===== config.mk =====
export PLATFORM = sky130hd
export DESIGN_NAME = uart_receiver
export DESIGN_NICKNAME = d
export VERILOG_FILES = /design/src/rtl/uart_receiver.sv
export SDC_FILE = /design/constraint.sdc
export NUM_CORES = 1
export LEC_CHECK = 0
export CORE_MARGIN = 4
export CORE_UTILIZATION = 45
export CTS_CLUSTER_DIAMETER = 100
export CTS_CLUSTER_SIZE = 25
export DETAILED_ROUTE_END_ITERATION = 8
export DONT_BUFFER_PORTS = 1
export PLACE_DENSITY = 0.65
export REMOVE_ABC_BUFFERS = 1
export SLEW_MARGIN = 20
export SYNTH_ARGS = -nofsm -noshare
export SYNTH_HDL_FRONTEND = slang
export SYNTH_SLANG_ARGS = --single-unit
export TNS_END_PERCENT = 10

===== constraint.sdc =====
create_clock -name clock -period 2 [get_ports clock]
set_clock_uncertainty 0.05 [all_clocks]
set_input_delay 0.4 -clock clock [delete_from_list [all_inputs] [get_ports clock]]
set_output_delay 0.4 -clock clock [all_outputs]
set_load 0.1 [all_outputs]

===== src/rtl/uart_receiver.sv =====
// 8N1 UART receiver: synchronizes rx, samples each bit at mid-period and
// presents the received byte on data together with a one-cycle load pulse.
module uart_receiver #(
    parameter int B         = 8,
    parameter int ClockFreq = 100_000_000,
    parameter int BaudRate  = 9600
) (
    input  logic         clock,
    input  logic         reset,
    input  logic         rx,
    output logic         load,
    output logic [B-1:0] data,
    output logic         frame_error,
    output logic         busy
);

    localparam int BitCycles = ClockFreq / BaudRate;
    localparam int HalfBit   = BitCycles / 2;
    localparam int CntW      = $clog2(BitCycles);
    localparam int IdxW      = $clog2(B) + 1;

    localparam logic [CntW-1:0] BitLast  = CntW'(BitCycles - 1);
    localparam logic [CntW-1:0] HalfLast = CntW'(HalfBit - 1);
    localparam logic [IdxW-1:0] IdxLast  = IdxW'(B - 1);

    if (BitCycles < 4) begin : g_bad_cfg
        $error("uart_receiver: ClockFreq/BaudRate must be at least 4");
    end

    typedef enum logic [2:0] {
        S_Idle,
        S_Start,
        S_Data,
        S_Stop,
        S_Wait
    } state_t;

    state_t            state, state_next;
    logic [CntW-1:0]   cnt, cnt_next;
    logic [IdxW-1:0]   idx, idx_next;
    logic [B-1:0]      shreg, shreg_next;
    logic [B-1:0]      data_next;
    logic              load_next, frame_error_next;
    logic              rx_m, rx_s;

    // Synchronizer presets high so a low line at reset release is not a start bit
    always_ff @(posedge clock or negedge reset) begin
        if (!reset) begin
            rx_m <= 1'b1;
            rx_s <= 1'b1;
        end else begin
            rx_m <= rx;
            rx_s <= rx_m;
        end
    end

    always_ff @(posedge clock or negedge reset) begin
        if (!reset) begin
            state       <= S_Idle;
            cnt         <= '0;
            idx         <= '0;
            shreg       <= '0;
            data        <= '0;
            load        <= 1'b0;
            frame_error <= 1'b0;
        end else begin
            state       <= state_next;
            cnt         <= cnt_next;
            idx         <= idx_next;
            shreg       <= shreg_next;
            data        <= data_next;
            load        <= load_next;
            frame_error <= frame_error_next;
        end
    end

    always_comb begin
        state_next       = state;
        cnt_next         = cnt;
        idx_next         = idx;
        shreg_next       = shreg;
        data_next        = data;
        load_next        = 1'b0;
        frame_error_next = 1'b0;

        case (state)
            S_Idle: begin
                cnt_next = '0;
                if (!rx_s) begin
                    state_next = S_Start;
                end
            end
            S_Start: begin
                if (cnt == HalfLast) begin
                    cnt_next   = '0;
                    idx_next   = '0;
                    state_next = rx_s ? S_Idle : S_Data;
                end else begin
                    cnt_next = cnt + CntW'(1);
                end
            end
            S_Data: begin
                if (cnt == BitLast) begin
                    // Right shift: after B bits the first (LSB) bit lands in bit 0
                    shreg_next = {rx_s, shreg[B-1:1]};
                    cnt_next   = '0;
                    idx_next   = idx + IdxW'(1);
                    if (idx == IdxLast) begin
                        state_next = S_Stop;
                    end
                end else begin
                    cnt_next = cnt + CntW'(1);
                end
            end
            S_Stop: begin
                if (cnt == BitLast) begin
                    cnt_next = '0;
                    if (rx_s) begin
                        data_next  = shreg;
                        load_next  = 1'b1;
                        state_next = S_Idle;
                    end else begin
                        frame_error_next = 1'b1;
                        state_next       = S_Wait;
                    end
                end else begin
                    cnt_next = cnt + CntW'(1);
                end
            end
            S_Wait: begin
                cnt_next = '0;
                if (rx_s) begin
                    state_next = S_Idle;
                end
            end
            default: begin
                state_next = S_Idle;
                cnt_next   = '0;
            end
        endcase
    end

    assign busy = (state != S_Idle);

endmodule


# ---- Yosys cells after proc, flatten, opt, wreduce, memory -nomap -nowiden
# Cells that the tools add are included.
dict set report totals {
  register_bits 41
  in_bits 3
}
dict set report classes {
  n_addsub 2
  n_eq_ne 13
  n_mux 21
  reduce_logical 8
}
# op count
set ops {}
lappend ops {{$mux 14} 2}
lappend ops {{$pmux 14 s2} 1}
lappend ops {{$mux 3} 7}
lappend ops {{$pmux 3 s5} 1}
lappend ops {{$add 14x1->14 const B} 1}
lappend ops {{$eq 14x13->1 const B} 1}
lappend ops {{$eq 14x14->1 const B} 1}
lappend ops {{$ne 2x2->1 const B} 6}
lappend ops {{$mux 4} 2}
lappend ops {{$pmux 4 s2} 1}
lappend ops {{$eq 3x2->1 const B} 2}
lappend ops {{$mux 1} 6}
lappend ops {{$reduce_and 3->1} 2}
lappend ops {{$reduce_and 6->1} 1}
lappend ops {{$add 4x1->4 const B} 1}
lappend ops {{$eq 4x3->1 const B} 1}
lappend ops {{$eq 3x1->1 const B} 1}
lappend ops {{$eq 3x3->1 const B} 1}
lappend ops {{$logic_not 3->1} 1}
lappend ops {{$reduce_bool 3->1} 1}
lappend ops {{$mux 2} 1}
lappend ops {{$reduce_and 2->1} 1}
lappend ops {{$reduce_bool 2->1} 1}
lappend ops {{$reduce_or 2->1} 1}

# ---- Longest topological paths before layout
dict set report depth {
  depth_word 4
  ltp_mapped 7
  depth_no_buf 5
}

# ---- Worst setup path before layout
# No wires, ideal clock.
dict set report synth_timing {
  kind {register to register}
  from {register cnt[0]}
  to {register data[0]}
  setup_time_ns 0.128
  arrival_ns 1.775
  required_time_ns 1.822
  setup_slack_ns 0.047
  stages_incl_launch_ff 8
  n_path_buf 2
  cell_sequence {dfrtp_1 > ha_1 > and4_1 > buf_4 > and4_4 > and4_1 > buf_4 > mux2_1}
}
dict set report synth_via {
  elab_chain_cells 2
}
# element line_no
set synth_rtl {}
lappend synth_rtl {{start, declared} 39} ;# logic [CntW-1:0] cnt, cnt_next;
lappend synth_rtl {{start signal, assigned} 68} ;# cnt <= cnt_next;
lappend synth_rtl {{$eq 14x14->1} 116} ;# if (cnt == BitLast) begin
lappend synth_rtl {{$reduce_and 3->1 (no source line)} -}
lappend synth_rtl {{end signal, assigned} 71} ;# data <= data_next;
lappend synth_rtl {{end, declared} 12} ;# output logic [B-1:0] data,
# Every way passes these cells.
# A chain may end at the register's enable or synchronous reset.

# ---- Worst setup path in the final report
dict set report layout_timing {
  from {register cnt[12]}
  to {register data[7]}
}
# Same word-level chain as after synthesis.

==> impl_metrics.env <==
export IMPL_status="finished clean"
export IMPL_drt_first_iter_violations=62
export IMPL_n_fill_cell=360
export IMPL_overflow=0
export IMPL_initial_utilization=0.469
export IMPL_post_synth_cell_area_avg_sq_um=12.0
export IMPL_post_route_cells_drive_above_1_share=0.236
export IMPL_nets=182
export IMPL_route_detailed_drc=0
export IMPL_placedCellCount=218
export IMPL_clk_latency_ns=0.30
export IMPL_top_library_cells_by_usage_in_the_layout_fill_and_taps_aside="sky130_fd_sc_hd__dfrtp_1 (39), sky130_fd_sc_hd__nor2_1 (19), sky130_fd_sc_hd__buf_4 (15)"
export IMPL_min_path_type="primary input to register"
export IMPL_core_region_area_sq_mm=0.00403
export IMPL_wire_length_of_the_first_global_routing_pass_um=6180
export IMPL_clk_pin_slew_ns=0.08
export IMPL_finalHoldWorstSlack_ns=0.0449
export IMPL_synth_enable_flop_cells=0
export IMPL_finalWeightedCongestion=0.787
export IMPL_grt_antenna_before_repair=0
export IMPL_place_port_buffers=0
export IMPL_groute_usage_overall=0.152
export IMPL_ctsRootBufferMaster="sky130_fd_sc_hd__clkbuf_8"
export IMPL_die_area_sq_mm=0.00530
export IMPL_grt_max_degree=42
export IMPL_max_slew_margin=0.387
export IMPL_cp_max_fo=9
export IMPL_timing_max_cap_violations=0
export IMPL_clock_sink_count=41
export IMPL_power_static_leakage_nw=1.02
export IMPL_power_ir_vdd_worst_mv=0.481
export IMPL_vias_after_detailed_routing=1284
export IMPL_startpoint_type="register"
export IMPL_powerDensity_mw_per_mm2=701
export IMPL_synth_yosys_seq_area_share=0.544
export IMPL_finalCoreUtilization=0.541
export IMPL_worstSetupPathType="register to register"
export IMPL_rsz_0062_raised_after_global_routing="yes"
export IMPL_slew_viol_final=0
export IMPL_dp_hpwl_um=2400
export IMPL_worstMarginPinSlew_ns=0.919
export IMPL_fmax_mhz=522
export IMPL_wire_per_inst_um=15.2
export IMPL_fin_crit_sh=0.959
export IMPL_first_global_vias=1330
export IMPL_via_per_inst=5.63
export IMPL_clockBufferDepth=2
export IMPL_syn_area_sq_mm=0.00189
export IMPL_area_growth_synth_to_final_pct=15.4
export IMPL_final_instance_count_excl_fill=228
export IMPL_cp_required_ns=2.13
export IMPL_mostFrequentLayoutCell="sky130_fd_sc_hd__dfrtp_1"
export IMPL_n_antenna_cell=0
export IMPL_chipHeight_um=72.8
export IMPL_postSynthCellCount=158
export IMPL_number_of_different_library_cells_in_the_post_synthesis_netlist=42
export IMPL_worstPathArrival_ns=2.04
export IMPL_postSynthRegisterBits=41
export IMPL_cts_buffers_inserted=5
export IMPL_endpoint_kind_of_the_worst_setup_timing_path="register"
export IMPL_antenna_left=0
export IMPL_first_pass_iters=4
export IMPL_pin_count=14
export IMPL_wirelength_um=3470
export IMPL_synth_async_sr_flop_share=1.00
export IMPL_timing_final_setup_violations=0
export IMPL_ys_warnings_count=0
export IMPL_htreeDepth=2
export IMPL_fin_crit_ns=1.92
export IMPL_timing_final_hold_violations=0
export IMPL_rows=23
export IMPL_die_outline_width_um=72.8
export IMPL_cts_tree="built"
export IMPL_yosys_most_used_dff="sky130_fd_sc_hd__dfrtp_1"
## through the flow
stage	total power, W	area (sq um)	setup TNS, ns	setup WS (ns)
floorplan	0.000850	1860	-0.362	-0.0452
global placement	0.000851	2030	0	0.0509
detailed placement	0.000851	2030	-0.0994	-0.0232
CTS	0.00155	2180	0	0.0666
global route	0.00159	2180	-0.0198	-0.0107
finish	0.00153	2180	0	0.0826
## flip-flops by register name, indices dropped and copies added, names as in the netlist, 3 cells and up
name and flops:
idx 4, cnt 14, data 8, state 3, shreg 8
## where the power goes
part / leakage [nW] / internal [W] / switching (W) / total [W]
logic: 0.419 / 0.00000559 / 0.0000159 / 0.0000215
registers: 0.551 / 0.000832 / 0.00000223 / 0.000834
clock network: 0.0543 / 0.000373 / 0.000299 / 0.000673
## per-layer routing
layer	track usage	part of all wire	vias up	routed length [um]
met5	0	0	-	0
met2	0.235	0.48	19	1660
met4	0.0615	0.016	0	55
met1	0.198	0.47	651	1620
met3	0.0482	0.039	7	134
li1	-	-	607	-
## logic make-up after synthesis
logic type | after synthesis | share of synthesized area
buffers and inverters | 7 | 0.0199
and+or+nand+nor | 67 | 0.220
adders and majority gates | 2 | 0.0132
AOI/OAI and AO/OA | 12 | 0.0457
muxes | 17 | 0.101
xor gates and xnor gates | 12 | 0.0556
DFF | 41 | 0.544
## path summary, 6_finish.rpt
| kind | cells past startpoint | slack [ns] | from | to |
|---|---|---|---|---|
| max in group asynchronous | 2 | 1.13 | reset | rx_m |
| worst min register to register | 0 | 0.31 | rx_m | rx_s |
| min in group asynchronous | 2 | 0.50 | reset | state[0] |
| worst min-delay path | 0 | 0.04 | rx | rx_m |
| worst max-delay path | 4 | 0.08 | cnt[12] | data[7] |
| worst max register to register | 4 | 0.08 | cnt[12] | data[7] |
## synth_stat cells (2+ instances only)
library cell	instances	share of area
sky130_fd_sc_hd__a21oi_1	2	0.0053
sky130_fd_sc_hd__a22oi_1	2	0.0079
sky130_fd_sc_hd__and3b_1	2	0.0093
sky130_fd_sc_hd__and4_1	4	0.019
sky130_fd_sc_hd__and4bb_2	2	0.013
sky130_fd_sc_hd__buf_2	3	0.0079
sky130_fd_sc_hd__buf_4	2	0.0079
sky130_fd_sc_hd__dfrtp_1	39	0.52
sky130_fd_sc_hd__dfstp_2	2	0.028
sky130_fd_sc_hd__ha_1	2	0.013
sky130_fd_sc_hd__inv_1	2	0.0040
sky130_fd_sc_hd__mux2_1	8	0.048
sky130_fd_sc_hd__mux2_2	9	0.054
sky130_fd_sc_hd__nand2_1	8	0.016
sky130_fd_sc_hd__nand3_1	7	0.019
sky130_fd_sc_hd__nand4_1	4	0.013
sky130_fd_sc_hd__nor2_1	19	0.038
sky130_fd_sc_hd__nor2b_1	3	0.0099
sky130_fd_sc_hd__nor3_1	2	0.0053
sky130_fd_sc_hd__nor3b_1	2	0.0079
sky130_fd_sc_hd__nor4_1	2	0.0066
sky130_fd_sc_hd__nor4bb_1	2	0.011
sky130_fd_sc_hd__xnor2_1	6	0.028
sky130_fd_sc_hd__xor2_1	6	0.028
## cell type report
type                            count  area, sq um  share of cell area
Multi-Input combinational cell    110          825               0.378
Clock buffer                        5         68.8              0.0316
Inverter                            2         7.51             0.00344
Sequential cell                    41         1030               0.472
Tap cell                           50         62.6              0.0287
Timing Repair Buffer               17          143              0.0654
Clock inverter                      3         46.3              0.0212
## critical path: stages, from the launching register on
cell and delay, ns:
sky130_fd_sc_hd__dfrtp_1 0.43, sky130_fd_sc_hd__and4bb_2 0.36, sky130_fd_sc_hd__and4_4 0.22, sky130_fd_sc_hd__and4_2 0.39, sky130_fd_sc_hd__mux2_1 0.36
## repair_timing
action / in CTS / in global routing
gates resized for setup: 1 / 0
endpoints found under the setup margin: 8 / 12
endpoints found under the hold margin: 41 / 0
hold buffers: 2 / 0
pin swaps: 0 / 1
buffers inserted: 0 / 0
cloned: 0 / 0
No activity file was read; power rests on OpenSTA's default activity.
==> RTL change: new RTL, config.mk and constraints unchanged <==
Encoding of `state_t`: now Gray code (3 bits for 5 states).
--- a/src/rtl/uart_receiver.sv
+++ b/src/rtl/uart_receiver.sv
@@ -30,7 +30,7 @@
     typedef enum logic [2:0] {
-        S_Idle,
-        S_Start,
-        S_Data,
-        S_Stop,
-        S_Wait
+        S_Idle  = 3'b000,
+        S_Start = 3'b001,
+        S_Data  = 3'b011,
+        S_Stop  = 3'b010,
+        S_Wait  = 3'b110
     } state_t;
Formal check against the unedited RTL: same outputs for any inputs over 10 cycles, from zero or initial values and one cycle with reset low; not proved beyond that.
==> RTL change against the original RTL <==
- area after synthesis increased by 1.7%
- worst hold slack improved by 0.0074 ns
- non-clock buffer count is the same
- wire length rose by 4.1%
- setup slack got worse by 0.022 ns
- cell area rose by 3.1%
- sequential cell count is the same
- power grew 0.83%
- largest cell class unchanged
==> RTL change: results (changes against the original RTL) <==
stage	metric	value	unit	change
status	status	finished, final reports clean		
detailed_routing	drt_wl_total	3611	um	+4.1%
global_route	grt_pass1_wl	6037	um	-2.3%
final_layout	drive_gt1_share	29.05	%	+5.5 points
place	place_inst	218		unchanged
yosys	synthCells	161		+1.9%
clocking	insertion_delay	0.29	ns	
critical_path	arrival	2.06	ns	+0.02 ns
final_layout	fillers	339		-5.8%
place	dp_worst_setup_slack	0.002910	ns	+0.02611 ns
detailed_routing	dr.pass1.iters	4		unchanged
place	dpl_cell_area	2058	sq um	+1.2%
place	routabilityCongestion	0.8531		+8.4%
pwr	p_switching	293.8	uW	-7.4%
clocking	cts_buffer_depth	2		unchanged
yosys	ys_types	44		+4.8%
yosys	ys_warn_count	0		unchanged
global_route	grt_max_degree	42		unchanged
critical_path	cp_max_fo	4		-5
yosys	ys_seq_area_share	53.52	%	-0.92 points
yosys	synthTopCellsByArea	dfrtp_1 (51%), mux2_2 (9.4%), nor2_1 (3.1%)		
pwr	peakVddDrop	0.4774	mV	-0.73%
final_layout	top_regs	cnt (14), data (8), shreg (8)		
sta	fin_tns_setup	0	ns	unchanged
pwr	power_leakage	1.035	nW	+1.1%
yosys	synth_ff_type	dfrtp_1		
final_layout	multiInputGateArea	874.6	sq um	+6.1%
final_layout	diodes	0		unchanged
detailed_routing	dr.first_iter.drc_count	73		+18%
place	hpwl	2488	um	+3.7%
yosys	synth_commonest_cells	dfrtp_1 (39), mux2_2 (16), nor2_1 (16)		
clocking	clockRootBuffer	clkbuf_8		
clocking	cts_buffers	5		unchanged
detailed_routing	via_per_inst	5.603		-0.51%
global_route	grt_antenna_before_repair	0		unchanged
sta	slew_headroom	39.10	%	+0.40 points
final_layout	final_cells	229		+0.44%
global_route	grt_pass1_vias	1289		-3.1%
final_layout	finalNetCount	183		+0.55%
global_route	track_usage	14.51	%	-0.69 points
## RTL change: changes by cell type after synthesis, moves of 3 or more
| cell | change |
|---|---|
| mux2_2 | +7 |
| clkbuf_1 | +3 |
| nor2_1 | -3 |
| mux2_1 | -8 |
| nand2b_1 | +3 |
| o21ai_0 | +3 |
## RTL change: cell families (layout without fill, tap and decap cells)
group                    Yosys count  in the layout  share of synthesized area (%)
flip-flops                        41             41                          53.52
AND/OR/NAND/NOR                   62             62                          20.05
XOR/XNOR                          11             11                          5.013
AO/OA/AOI/OAI                     19             19                          7.878
multiplexers                      16             16                          9.375
adder cells (fa/ha/maj)            2              2                          1.302
buffers and inverters             10             28                          2.864
## RTL change: cell type report
cell class	instances	area share, %
sequential	41	45.74
timing repair buffer	17	6.900
multi-input combinational	110	38.90
inverter	3	0.5008
clock inverter	1	1.336
clock buffer	7	3.840
tap	50	2.782
## RTL change: routing by layer
metal / vias up / part of all wire (%) / global-route usage, %
met1: 642 / 45 / 19.86
met4: 0 / 0.69 / 3.622
met2: 27 / 48 / 22.74
li1: 610 / - / -
met5: - / 0 / 0
met3: 4 / 5.5 / 4.241
## RTL change: final timing paths
check,start,to,slack (ns),depth (start not counted)
hold reg to reg,rx_m,rx_s,0.31,0
setup / recovery,cnt[8],idx[0],0.06,5
hold / removal,rx,rx_m,0.05,0
setup reg to reg,cnt[8],idx[0],0.06,5
max in group asynchronous,reset,rx_m,1.11,2
min in group asynchronous,reset,state[1],0.52,2
## RTL change: repair_timing
action                                  4_1_cts  5_1_grt
endpoints found under the setup margin        0       33
setup buffers                                 0        1
hold buffers                                  2        0
resized for setup                             0        6
hold endpoints to repair                     41        0
## RTL change: power by group through the flow
stage | Sequential, mW | Clock [mW] | Combinational [mW]
floorplan | 0.850 | 0 | 0.00473
global placement | 0.850 | 0 | 0.00531
detailed placement | 0.850 | 0 | 0.00557
CTS | 0.834 | 0.693 | 0.0285
global route | 0.834 | 0.729 | 0.0314
finish | 0.834 | 0.680 | 0.0270
## RTL change: critical path, cell delays in order (launching register included)
cell	delay (ns)
dfrtp_1	0.41
buf_4	0.16
or2_2	0.32
nor4_4	0.41
o2bb2a_4	0.21
mux2_2	0.26
